File: src/rtl/hazard_ctrl_v2.sv
// hazard_ctrl_v2: operand forwarding selects, load-use bubbles, data-memory
// wait stall with timeout watchdog, and redirects deferred across stalls.
module hazard_ctrl_v2 #(
  parameter int RA_W   = 5,
  parameter int NFWD   = 2,
  parameter int SELW   = 2,
  parameter int LD_LAT = 1,
  parameter int TMO    = 255,
  parameter int CNT_W  = 16
) (
  input  logic                   clk,
  input  logic                   rst_n,
  input  logic [RA_W-1:0]        rs1_d,
  input  logic [RA_W-1:0]        rs2_d,
  input  logic                   use_rs1_d,
  input  logic                   use_rs2_d,
  input  logic [RA_W-1:0]        rs1_e,
  input  logic [RA_W-1:0]        rs2_e,
  input  logic [RA_W-1:0]        rd_e,
  input  logic                   we_e,
  input  logic                   ld_e,
  input  logic [NFWD*RA_W-1:0]   fwd_rd,
  input  logic [NFWD-1:0]        fwd_we,
  input  logic                   redirect_e,
  input  logic                   mem_req,
  input  logic                   mem_ack,
  output logic [SELW-1:0]        fwd_sel1,
  output logic [SELW-1:0]        fwd_sel2,
  output logic                   stall_f,
  output logic                   stall_d,
  output logic                   stall_e,
  output logic                   stall_m,
  output logic                   flush_d,
  output logic                   flush_e,
  output logic                   flush_w,
  output logic                   timeout_err,
  output logic [CNT_W-1:0]       stall_cnt
);

  localparam int WCW = $clog2(TMO + 1);

  typedef enum logic [1:0] {
    IDLE,
    WAIT,
    ERR
  } state_e;

  state_e           st_q, st_d;
  logic [WCW-1:0]   wcnt_q, wcnt_d;
  logic [1:0]       lu_q, lu_d;
  logic             pend_q, pend_d;
  logic             err_q, err_d;
  logic [CNT_W-1:0] scnt_q, scnt_d;

  logic mem_wait, luse, redir;
  logic sf, sd, se, sm, fd, fe, fw;
  logic [SELW-1:0] sel1, sel2;

  // Lowest stage index wins: the nearest producer holds the newest value.
  function automatic logic [SELW-1:0] fsel(
    input logic [RA_W-1:0]      rs,
    input logic [NFWD*RA_W-1:0] rd,
    input logic [NFWD-1:0]      we
  );
    logic [SELW-1:0] s;
    s = '0;
    for (int k = NFWD - 1; k >= 0; k--) begin
      if (we[k] && rd[k*RA_W +: RA_W] == rs && rs != '0)
        s = SELW'(k + 1);
    end
    return s;
  endfunction

  assign sel1 = fsel(rs1_e, fwd_rd, fwd_we);
  assign sel2 = fsel(rs2_e, fwd_rd, fwd_we);

  assign mem_wait = mem_req & ~mem_ack;
  assign redir    = redirect_e | pend_q;
  assign luse     = ld_e & we_e & (rd_e != '0) &
                    ((use_rs1_d & (rs1_d == rd_e)) |
                     (use_rs2_d & (rs2_d == rd_e)));

  always_comb begin
    sf     = 1'b0;
    sd     = 1'b0;
    se     = 1'b0;
    sm     = 1'b0;
    fd     = 1'b0;
    fe     = 1'b0;
    fw     = 1'b0;
    lu_d   = lu_q;
    pend_d = pend_q;
    if (mem_wait) begin
      sf     = 1'b1;
      sd     = 1'b1;
      se     = 1'b1;
      sm     = 1'b1;
      fw     = 1'b1;
      pend_d = pend_q | redirect_e;
    end else if (redir) begin
      fd     = 1'b1;
      fe     = 1'b1;
      lu_d   = '0;
      pend_d = 1'b0;
    end else if (luse) begin
      sf   = 1'b1;
      sd   = 1'b1;
      fe   = 1'b1;
      lu_d = 2'(LD_LAT - 1);
    end else if (lu_q != '0) begin
      sf   = 1'b1;
      sd   = 1'b1;
      fe   = 1'b1;
      lu_d = lu_q - 1'b1;
    end
  end

  // ERR is entered after the entry cycle plus TMO counted WAIT cycles.
  always_comb begin
    st_d   = st_q;
    wcnt_d = wcnt_q;
    err_d  = err_q;
    unique case (st_q)
      IDLE: begin
        if (mem_wait) begin
          st_d   = WAIT;
          wcnt_d = '0;
        end
      end
      WAIT: begin
        if (!mem_wait) begin
          st_d = IDLE;
        end else begin
          wcnt_d = wcnt_q + 1'b1;
          if (wcnt_d == WCW'(TMO)) begin
            st_d  = ERR;
            err_d = 1'b1;
          end
        end
      end
      ERR: begin
        if (mem_ack) st_d = IDLE;
      end
      default: st_d = IDLE;
    endcase
  end

  assign scnt_d = (sf && !(&scnt_q)) ? scnt_q + 1'b1 : scnt_q;

  always_ff @(posedge clk or negedge rst_n) begin
    if (!rst_n) begin
      st_q   <= IDLE;
      wcnt_q <= '0;
      lu_q   <= '0;
      pend_q <= 1'b0;
      err_q  <= 1'b0;
      scnt_q <= '0;
    end else begin
      st_q   <= st_d;
      wcnt_q <= wcnt_d;
      lu_q   <= lu_d;
      pend_q <= pend_d;
      err_q  <= err_d;
      scnt_q <= scnt_d;
    end
  end

  // Outputs are forced quiet while reset is held, without waiting for a clock.
  assign fwd_sel1    = rst_n ? sel1 : '0;
  assign fwd_sel2    = rst_n ? sel2 : '0;
  assign stall_f     = rst_n & sf;
  assign stall_d     = rst_n & sd;
  assign stall_e     = rst_n & se;
  assign stall_m     = rst_n & sm;
  assign flush_d     = rst_n & fd;
  assign flush_e     = rst_n & fe;
  assign flush_w     = rst_n & fw;
  assign timeout_err = err_q;
  assign stall_cnt   = scnt_q;

endmodule
File: config.mk
export PLATFORM = sky130hd
export DESIGN_NAME = hazard_ctrl_v2
export DESIGN_NICKNAME = d
export VERILOG_FILES = /design/src/rtl/hazard_ctrl_v2.sv
export SDC_FILE = /design/constraint.sdc
export NUM_CORES = 1
export LEC_CHECK = 0
export CELL_PAD_IN_SITES_DETAIL_PLACEMENT = 0
export CELL_PAD_IN_SITES_GLOBAL_PLACEMENT = 2
export CORE_UTILIZATION = 28
export CTS_CLUSTER_SIZE = 20
export DETAILED_ROUTE_END_ITERATION = 12
export PLACE_DENSITY_LB_ADDON = 0.1
export SLEW_MARGIN = 20
export SYNTH_ARGS = -nofsm -noshare
export SYNTH_HDL_FRONTEND = slang
export SYNTH_SLANG_ARGS = --single-unit
File: constraint.sdc
create_clock -name clk -period 3.55 [get_ports clk]
set_input_delay 0.5325 -clock clk [delete_from_list [all_inputs] [get_ports clk]]
set_output_delay 0.5325 -clock clk [all_outputs]
set_load 0.01 [all_outputs]
==> PnR_summary.wiki, run 1 <==
{| class="wikitable"
! Metric !! Value
|-
| Outcome || complete, no violations
|-
| CTS H-Tree Depth || 2
|-
| Switching fraction of total power || between 20% and 30%
|-
| Met1 demand-to-capacity share in global routing || 16.9%
|-
| Cell-by-cell trace of the critical path || clkdlybuf4s50_1, or3_1, o311a_1, and2_4, a21o_4, and2_1, clkdlybuf4s50_1
|-
| Clock latency of the later-clocked register in the worst-skew pair || 0.29 ns
|-
| Worst hold margin || 0.284 ns
|-
| Number of violations reported at the end of detailed-routing iteration 0 || 33
|-
| Final hold violation count || 0
|-
| Critical path startpoint category || primary input
|-
| Leakage power || 1.19 nW
|-
| Flip-flop cell with the highest count after synthesis || sky130_fd_sc_hd__dfrtp_1
|-
| Proportion of synthesized flip-flops having asynchronous set or reset || 100%
|-
| Clock Tree Root || sky130_fd_sc_hd__clkbuf_8
|-
| Combinational power share || approximately 30%
|-
| Worst slew slack as a fraction of its limit || 61.6%
|-
| Psw || 0.000344 W
|-
| Maximum clock skew at final layout || 0.00976 ns
|-
| Cell area power density || 419 nW/um2
|-
| Total cell area at the placement stage || 2870 um2
|-
| Tightest Pin Transition || 0.573 ns
|-
| Row count || 30
|-
| Deepest clock path buffer count || 2
|-
| Via Count || 1,793
|-
| First-pass GRT wire length || 8160 um
|-
| Post-Synthesis Mean Instance Area || 9.40 um2
|-
| Global-route total usage across every layer || about 14%
|-
| Max Clk Rate || about 0.31 GHz
|-
| Post-CTS Hold Buffers || 0
|-
| Syn. warnings || 0
|-
| Worst endpoint required time || slightly above 3 ns
|-
| Number of enable flip-flop cells after synthesis || 0
|-
| Area of the mapped netlist || 2050 um2
|-
| Slowest library cell on the worst path || sky130_fd_sc_hd__clkdlybuf4s50_1
|-
| Final setup viols || 0
|-
| Initial core utilization || approximately 30%
|-
| Reg power frac || 35.3%
|-
| Sum of buffers and inverters on the critical path || 2
|-
| Die height || 87.6 um
|-
| Minimum period implied by the final worst setup slack || 3.25 ns
|-
| Critical Path Sink Type || primary output
|-
| Critical path's top delay family || buffers and inverters
|-
| Number of synthesized register bits || 30
|-
| Fill cell instance count of the final layout || 672
|-
| Number of global-route vias before repair || 1,851
|-
| Antenna cell count || 0
|-
| CTS Buf Count || 5
|-
| DP Cell Count || around 380
|-
| Remaining global-route overflow || 0
|-
| Global-route track usage on met2 || 22.8%
|-
| Total half-perimeter wirelength after legalization and detailed placement || 3930 um
|-
| Pin count of the biggest net entering global routing || 19
|-
| Portion of the post-synthesis area used by sequential elements || 36.6%
|-
| Remaining number of nets flagged by the antenna check after routing || 0
|-
| Net total in the final layout || 343
|-
| Summed area of non-filler cells in the final layout || 3010 um2
|-
| M3 GR Usage || ~3.3%
|-
| Slowest Stage Delay on Critical Path || 0.47 ns
|-
| Detailed Routing Iterations Pass 1 || 4
|-
| CTS tree || yes
|-
| Total detailed-routing wirelength || between 4000 and 5000 um
|-
| Class of the most critical setup path || primary input to primary output
|-
| Pint || roughly 0.00092 W
|-
| Antenna violations before repair || 0
|-
| Floorplan die width || 87.6 um
|-
| Overall die area || 7670 um2
|-
| Post-synth top area cell || sky130_fd_sc_hd__dfrtp_1
|-
| Layer carrying the most global-route usage || met2
|-
| Count of buffers added by post-CTS timing repair for setup || 0
|-
| CP arrival || 2.72 ns
|-
| # IOs || 74
|-
| Syn Nets || 268
|-
| Core Region || 6940 um2
|-
| Relative contribution of the clock network to total power || 34.1%
|-
| Average via count per standard cell || between 4 and 5
|-
| Worst vdd rail ir drop || 189 uV
|-
| Synthesized netlist cell count || around 220
|-
| Area growth from synthesis to final layout || 46.9%
|-
| Number of buffers added on ports || 73
|-
| Flop-to-flop setup slack || 1.47 ns
|-
| Fraction of post-synthesis cell area in the top cell type by area || 36.6%
|-
| Total DRC errors in the routed layout || 0
|-
| Ratio of cells with drive above 1 in the final layout || 8.50%
|-
| Number of pins with negative max-slew slack in the final report || 0
|-
| Setup TNS || 0 ns
|-
| Cell types occupying the most area after synthesis || sky130_fd_sc_hd__dfrtp_1 37%, sky130_fd_sc_hd__xnor2_1 14%, sky130_fd_sc_hd__xor2_1 3.8%
|-
| CP most frequent cell || sky130_fd_sc_hd__clkdlybuf4s50_1
|-
| Clock slew at the register clock pins of the worst setup and hold paths || 0.07 ns
|-
| Max-cap check violation count || 0
|-
| Average detailed-routed wire length per instance || between 10 and 15 um
|-
| Class of the tightest hold or removal check || primary input to async pin
|-
| Worst-path fanout max || 3
|-
| Post-route non-filler standard cell count || 390
|-
| Final weighted congestion in routability-driven placement || just over 0.8
|-
| Library cells used by synthesis || 49
|-
| Share of the clock period used by the worst path after layout || 91.6%
|-
| CTS sink cnt || 30
|-
| CTS resizes || 0
|-
| Unrepaired setup endpoints after global routing || no
|-
| Fin util || 43.4%
|}
registers in the layout, summed over array words and instances, names as in the netlist:
name         cells
stall_cnt       16
timeout_err      1
lu_q             2
wcnt_q           8
pend_q           1
st_q             2
worst register-to-register path, cell delays in order, from the launching register on:
cell	delay (ns)
sky130_fd_sc_hd__dfrtp_1	0.40
sky130_fd_sc_hd__and3_1	0.20
sky130_fd_sc_hd__nand2_1	0.11
sky130_fd_sc_hd__or3_1	0.41
sky130_fd_sc_hd__or3_4	0.38
sky130_fd_sc_hd__nand2_1	0.12
sky130_fd_sc_hd__mux2_2	0.33
cells in the mapped netlist (2+ instances only):
master and count:
sky130_fd_sc_hd__a21o_1 4, sky130_fd_sc_hd__a22o_1 5, sky130_fd_sc_hd__and2_1 6, sky130_fd_sc_hd__and3_1 4, sky130_fd_sc_hd__and4_1 2, sky130_fd_sc_hd__buf_4 3
sky130_fd_sc_hd__clkbuf_1 3, sky130_fd_sc_hd__dfrtp_1 30, sky130_fd_sc_hd__ha_1 4, sky130_fd_sc_hd__inv_1 6, sky130_fd_sc_hd__mux2_2 4, sky130_fd_sc_hd__nand2_1 20
sky130_fd_sc_hd__nand2b_1 4, sky130_fd_sc_hd__nand3_1 12, sky130_fd_sc_hd__nand4_1 9, sky130_fd_sc_hd__nor2_1 11, sky130_fd_sc_hd__nor3_1 4, sky130_fd_sc_hd__nor3b_1 3
sky130_fd_sc_hd__nor4_1 4, sky130_fd_sc_hd__o21ai_0 6, sky130_fd_sc_hd__o22ai_1 2, sky130_fd_sc_hd__or2_2 2, sky130_fd_sc_hd__or3_1 2, sky130_fd_sc_hd__or4_1 3
sky130_fd_sc_hd__xnor2_1 33, sky130_fd_sc_hd__xor2_1 9
layout by cell type, fill, tap and decap left out, types with 4 or more instances in the layout:
master                             n
sky130_fd_sc_hd__nand3_1          12
sky130_fd_sc_hd__mux2_2            4
sky130_fd_sc_hd__clkbuf_8          6
sky130_fd_sc_hd__clkdlybuf4s50_1  72
sky130_fd_sc_hd__o21ai_0           6
sky130_fd_sc_hd__nor4_1            4
sky130_fd_sc_hd__dfrtp_1          30
sky130_fd_sc_hd__xnor2_1          33
sky130_fd_sc_hd__ha_1              4
sky130_fd_sc_hd__nand4_1           9
sky130_fd_sc_hd__a21o_1            4
sky130_fd_sc_hd__nor2_1           11
sky130_fd_sc_hd__xor2_1            9
sky130_fd_sc_hd__nor3_1            4
sky130_fd_sc_hd__nand2b_1          4
sky130_fd_sc_hd__and3_1            4
sky130_fd_sc_hd__inv_1             6
sky130_fd_sc_hd__a22o_1            5
sky130_fd_sc_hd__and2_1            6
sky130_fd_sc_hd__nand2_1          20
area by class of cell:
type / count / area, um2 / area share (%)
Timing Repair Buffer: 76 / 748 / 24.9
Clock buffer: 6 / 82.6 / 2.74
Inverter: 6 / 22.5 / 0.748
Sequential cell: 30 / 751 / 24.9
Tap cell: 96 / 120 / 3.99
Multi-Input combinational cell: 174 / 1230 / 40.7
Clock inverter: 2 / 60.1 / 2.00
power by group through the flow:
| stage | Clock (W) | Sequential [W] | Combinational [W] |
|---|---|---|---|
| 2_1_floorplan | 0 | 0.000458 | 0.000188 |
| 3_3_place_gp | 0 | 0.000451 | 0.000389 |
| 3_5_place_dp | 0 | 0.000453 | 0.000391 |
| 4_1_cts | 0.000443 | 0.000447 | 0.000393 |
| 5_1_grt | 0.000457 | 0.000455 | 0.000427 |
| 6_report | 0.000430 | 0.000446 | 0.000387 |
metrics by stage:
step	worst slack, ns	power [W]
after floorplan	0.985	0.000646
after CTS	0.282	0.00128
after global routing	0.214	0.00134
after detailed placement	0.288	0.000844
after global placement	0.301	0.000840
final	0.300	0.00126
path summary, 6_finish.rpt:
path                                           from                        end  cells after the start
setup / recovery                            rd_e[0]                    stall_d                      7
hold / removal                                rst_n      wcnt_q[6]$_DFFE_PN0P_                      2
setup reg to reg           stall_cnt[8]$_DFFE_PN0P_   stall_cnt[1]$_DFFE_PN0P_                      6
hold reg to reg                 st_q[1]$_DFFE_PN0P_        st_q[1]$_DFFE_PN0P_                      1
max in group asynchronous                     rst_n  stall_cnt[12]$_DFFE_PN0P_                      2
min in group clk                st_q[1]$_DFFE_PN0P_        st_q[1]$_DFFE_PN0P_                      1
per-layer routing:
layer	routed length, um	part of all wire [%]	vias to the layer above
li1	-	-	914
met1	2280	47	821
met2	2290	47	50
met3	267	5.5	8
met4	57	1.2	0
met5	0	0	-
kinds of logic (layout without fill, tap and decap cells):
family	count (synthesis)	in the layout	synth area share, %
buffers and inverters	14	90	3.54
xor gates and xnor gates	43	43	18.7
AOI/OAI and AO/OA	27	27	9.83
adders and majority gates	4	4	2.44
DFF	30	30	36.6
and+or+nand+nor	94	94	25.6
muxes	6	6	3.24
Note: power is estimated with default switching activity, not from simulation.
==> inputs of run 2 (changes only) <==
--- a/config.mk
+++ b/config.mk
@@ -10,7 +10,7 @@
 export CORE_UTILIZATION = 28
 export CTS_CLUSTER_SIZE = 20
 export DETAILED_ROUTE_END_ITERATION = 12
-export PLACE_DENSITY_LB_ADDON = 0.1
+export PLACE_DENSITY = 0.87
 export SLEW_MARGIN = 20
 export SYNTH_ARGS = -nofsm -noshare
 export SYNTH_HDL_FRONTEND = slang
==> PnR_summary.wiki, run 2 (same netlist as run 1, synthesis figures left out) <==
{| class="wikitable"
! Metric !! Value
|-
| Final setup viols || 0
|-
| Average detailed-routed wire length per instance || 13.1 um
|-
| Max Clk Rate || between 0.3 and 0.4 GHz
|-
| Class of the tightest hold or removal check || primary input to async pin
|-
| CTS sink cnt || 30
|-
| Via Count || 1,830
|-
| Total detailed-routing wirelength || about 5100 um
|-
| Floorplan die width || a little under 90 um
|-
| Unrepaired setup endpoints after global routing || no
|-
| Total half-perimeter wirelength after legalization and detailed placement || 4040 um
|-
| Global-route total usage across every layer || 13.6%
|-
| Detailed Routing Iterations Pass 1 || 4
|-
| Worst slew slack as a fraction of its limit || 60.2%
|-
| Pin count of the biggest net entering global routing || 24
|-
| Post-CTS Hold Buffers || 0
|-
| Maximum clock skew at final layout || 0.00446 ns
|-
| Minimum period implied by the final worst setup slack || 3.26 ns
|-
| Final hold violation count || 0
|-
| Average via count per standard cell || about 4.7
|-
| Critical Path Sink Type || primary output
|-
| Cell area power density || 379 nW/um2
|-
| Psw || 0.000347 W
|-
| # IOs || 74
|-
| Critical path startpoint category || primary input
|-
| First-pass GRT wire length || about 8000 um
|-
| CTS tree || yes
|-
| Worst hold margin || between 0.1 and 0.15 ns
|-
| CP most frequent cell || sky130_fd_sc_hd__clkdlybuf4s50_1
|-
| CTS H-Tree Depth || 2
|-
| Depth of the worst register-to-register path || 6
|-
| Reg power frac || roughly two fifths
|-
| Slowest Stage Delay on Critical Path || 0.48 ns
|-
| Relative contribution of the clock network to total power || 25.4%
|-
| Pint || 0.000775 W
|-
| Number of pins with negative max-slew slack in the final report || 0
|-
| Area growth from synthesis to final layout || 44.4%
|-
| DP Cell Count || 382
|-
| Leakage power || 1.16 nW
|-
| Flop-to-flop setup slack || about 1.5 ns
|-
| Switching fraction of total power || 30.9%
|-
| Outcome || complete, no violations
|-
| Antenna violations before repair || 0
|-
| Ratio of cells with drive above 1 in the final layout || 8.16%
|-
| Net total in the final layout || 343
|-
| Clock slew at the register clock pins of the worst setup and hold paths || 0.07 ns
|-
| Clock Tree Root || sky130_fd_sc_hd__clkbuf_8
|-
| Count of buffers added by post-CTS timing repair for setup || 0
|-
| Cell-by-cell trace of the critical path || clkdlybuf4s50_1, or3_1, o311a_1, and2_4, a21o_4, and2_1, clkdlybuf4s50_1
|-
| Post-route non-filler standard cell count || 390
|-
| Number of violations reported at the end of detailed-routing iteration 0 || 65
|-
| Number of global-route vias before repair || 1,685
|-
| CTS Buf Count || 5
|-
| Overall die area || 7670 um2
|-
| CP arrival || 2.72 ns
|-
| Worst vdd rail ir drop || 293 uV
|-
| Setup TNS || 0 ns
|-
| Most common cell after layout, fill and taps aside || sky130_fd_sc_hd__clkdlybuf4s50_1
|-
| CTS resizes || 0
|-
| Class of the most critical setup path || primary input to primary output
|-
| Core Region || 6940 um2
|-
| Reg-to-Reg Start || stall_cnt[8]$_DFFE_PN0P_
|-
| Die height || about 88 um
|-
| Total DRC errors in the routed layout || 0
|-
| Combinational power share || 34.8%
|-
| Remaining number of nets flagged by the antenna check after routing || 0
|-
| Clock latency of the later-clocked register in the worst-skew pair || 0.28 ns
|-
| Max-cap check violation count || 0
|-
| Worst flop-to-flop path endpoint || stall_cnt[1]$_DFFE_PN0P_
|-
| Share of the clock period used by the worst path after layout || 91.7%
|-
| Deepest clock path buffer count || 2
|-
| Slowest library cell on the worst path || sky130_fd_sc_hd__clkdlybuf4s50_1
|-
| Worst-path fanout max || 3
|-
| Remaining global-route overflow || 0
|-
| Most frequent cells in the layout || 72 x sky130_fd_sc_hd__clkdlybuf4s50_1, 33 x sky130_fd_sc_hd__xnor2_1, 30 x sky130_fd_sc_hd__dfrtp_1
|-
| Row count || 30
|-
| Initial core utilization || 29.5%
|-
| Number of buffers added on ports || 73
|-
| Final weighted congestion in routability-driven placement || ~0.75
|-
| Tightest Pin Transition || 0.595 ns
|-
| Flip-flop count of the largest register after layout || 16
|-
| Worst endpoint required time || around 3.0 ns
|-
| Antenna cell count || 0
|}
==> run 2: power by group through the flow <==
stage | combinational, W | sequential [W] | clock [W]
global placement | 0.000388 | 0.000453 | 0
finish | 0.000390 | 0.000448 | 0.000285
global route | 0.000422 | 0.000454 | 0.000314
CTS | 0.000395 | 0.000448 | 0.000297
floorplan | 0.000188 | 0.000458 | 0
detailed placement | 0.000392 | 0.000454 | 0
==> run 2: worst max-delay path: cells and delay by family <==
| kind | cells | cell delay [ns] |
|---|---|---|
| buf+inv | 2 | 0.94 |
| compound gates | 2 | 0.53 |
| simple gates | 3 | 0.73 |
==> run 2: metal layers <==
layer  vias up  global-route usage [%]  share of wire (%)
li1        923                       -                  -
met5         -                       0                  0
met1       852                    17.8                 49
met2        49                    22.3                 45
met4         0                    3.58               0.90
met3         6                    3.39                5.1
==> run 2: layout make-up <==
cell class	count	area [um2]
clock buffers	7	86.3
clock inverters	1	5.00
fillers	683	3990
inverters	6	22.5
multi-input cells	174	1230
flip-flops and latches	30	751
well taps	96	120
repair buffers	76	748
==> run 2: how the worst max path moves through the flow <==
stage	startpoint	to	slack, ns	depth (start not counted)
2_1_floorplan	rd_e[0]	stall_f	0.99	7
3_3_place_gp	rd_e[0]	stall_d	0.32	7
3_5_place_dp	rd_e[0]	stall_d	0.29	7
4_1_cts	rd_e[0]	stall_d	0.28	7
5_1_grt	rd_e[0]	stall_d	0.23	7
6_report	rd_e[0]	stall_d	0.29	7
==> run 2: metrics by stage <==
step	cell area, um2	total power, W	setup WS [ns]	util, %
final	2960	0.00112	0.295	42.6
after detailed placement	2870	0.000847	0.291	41.3
after global routing	2960	0.00119	0.227	42.6
after global placement	2870	0.000840	0.318	41.3
after CTS	2960	0.00114	0.282	42.6
after floorplan	2050	0.000646	0.985	-
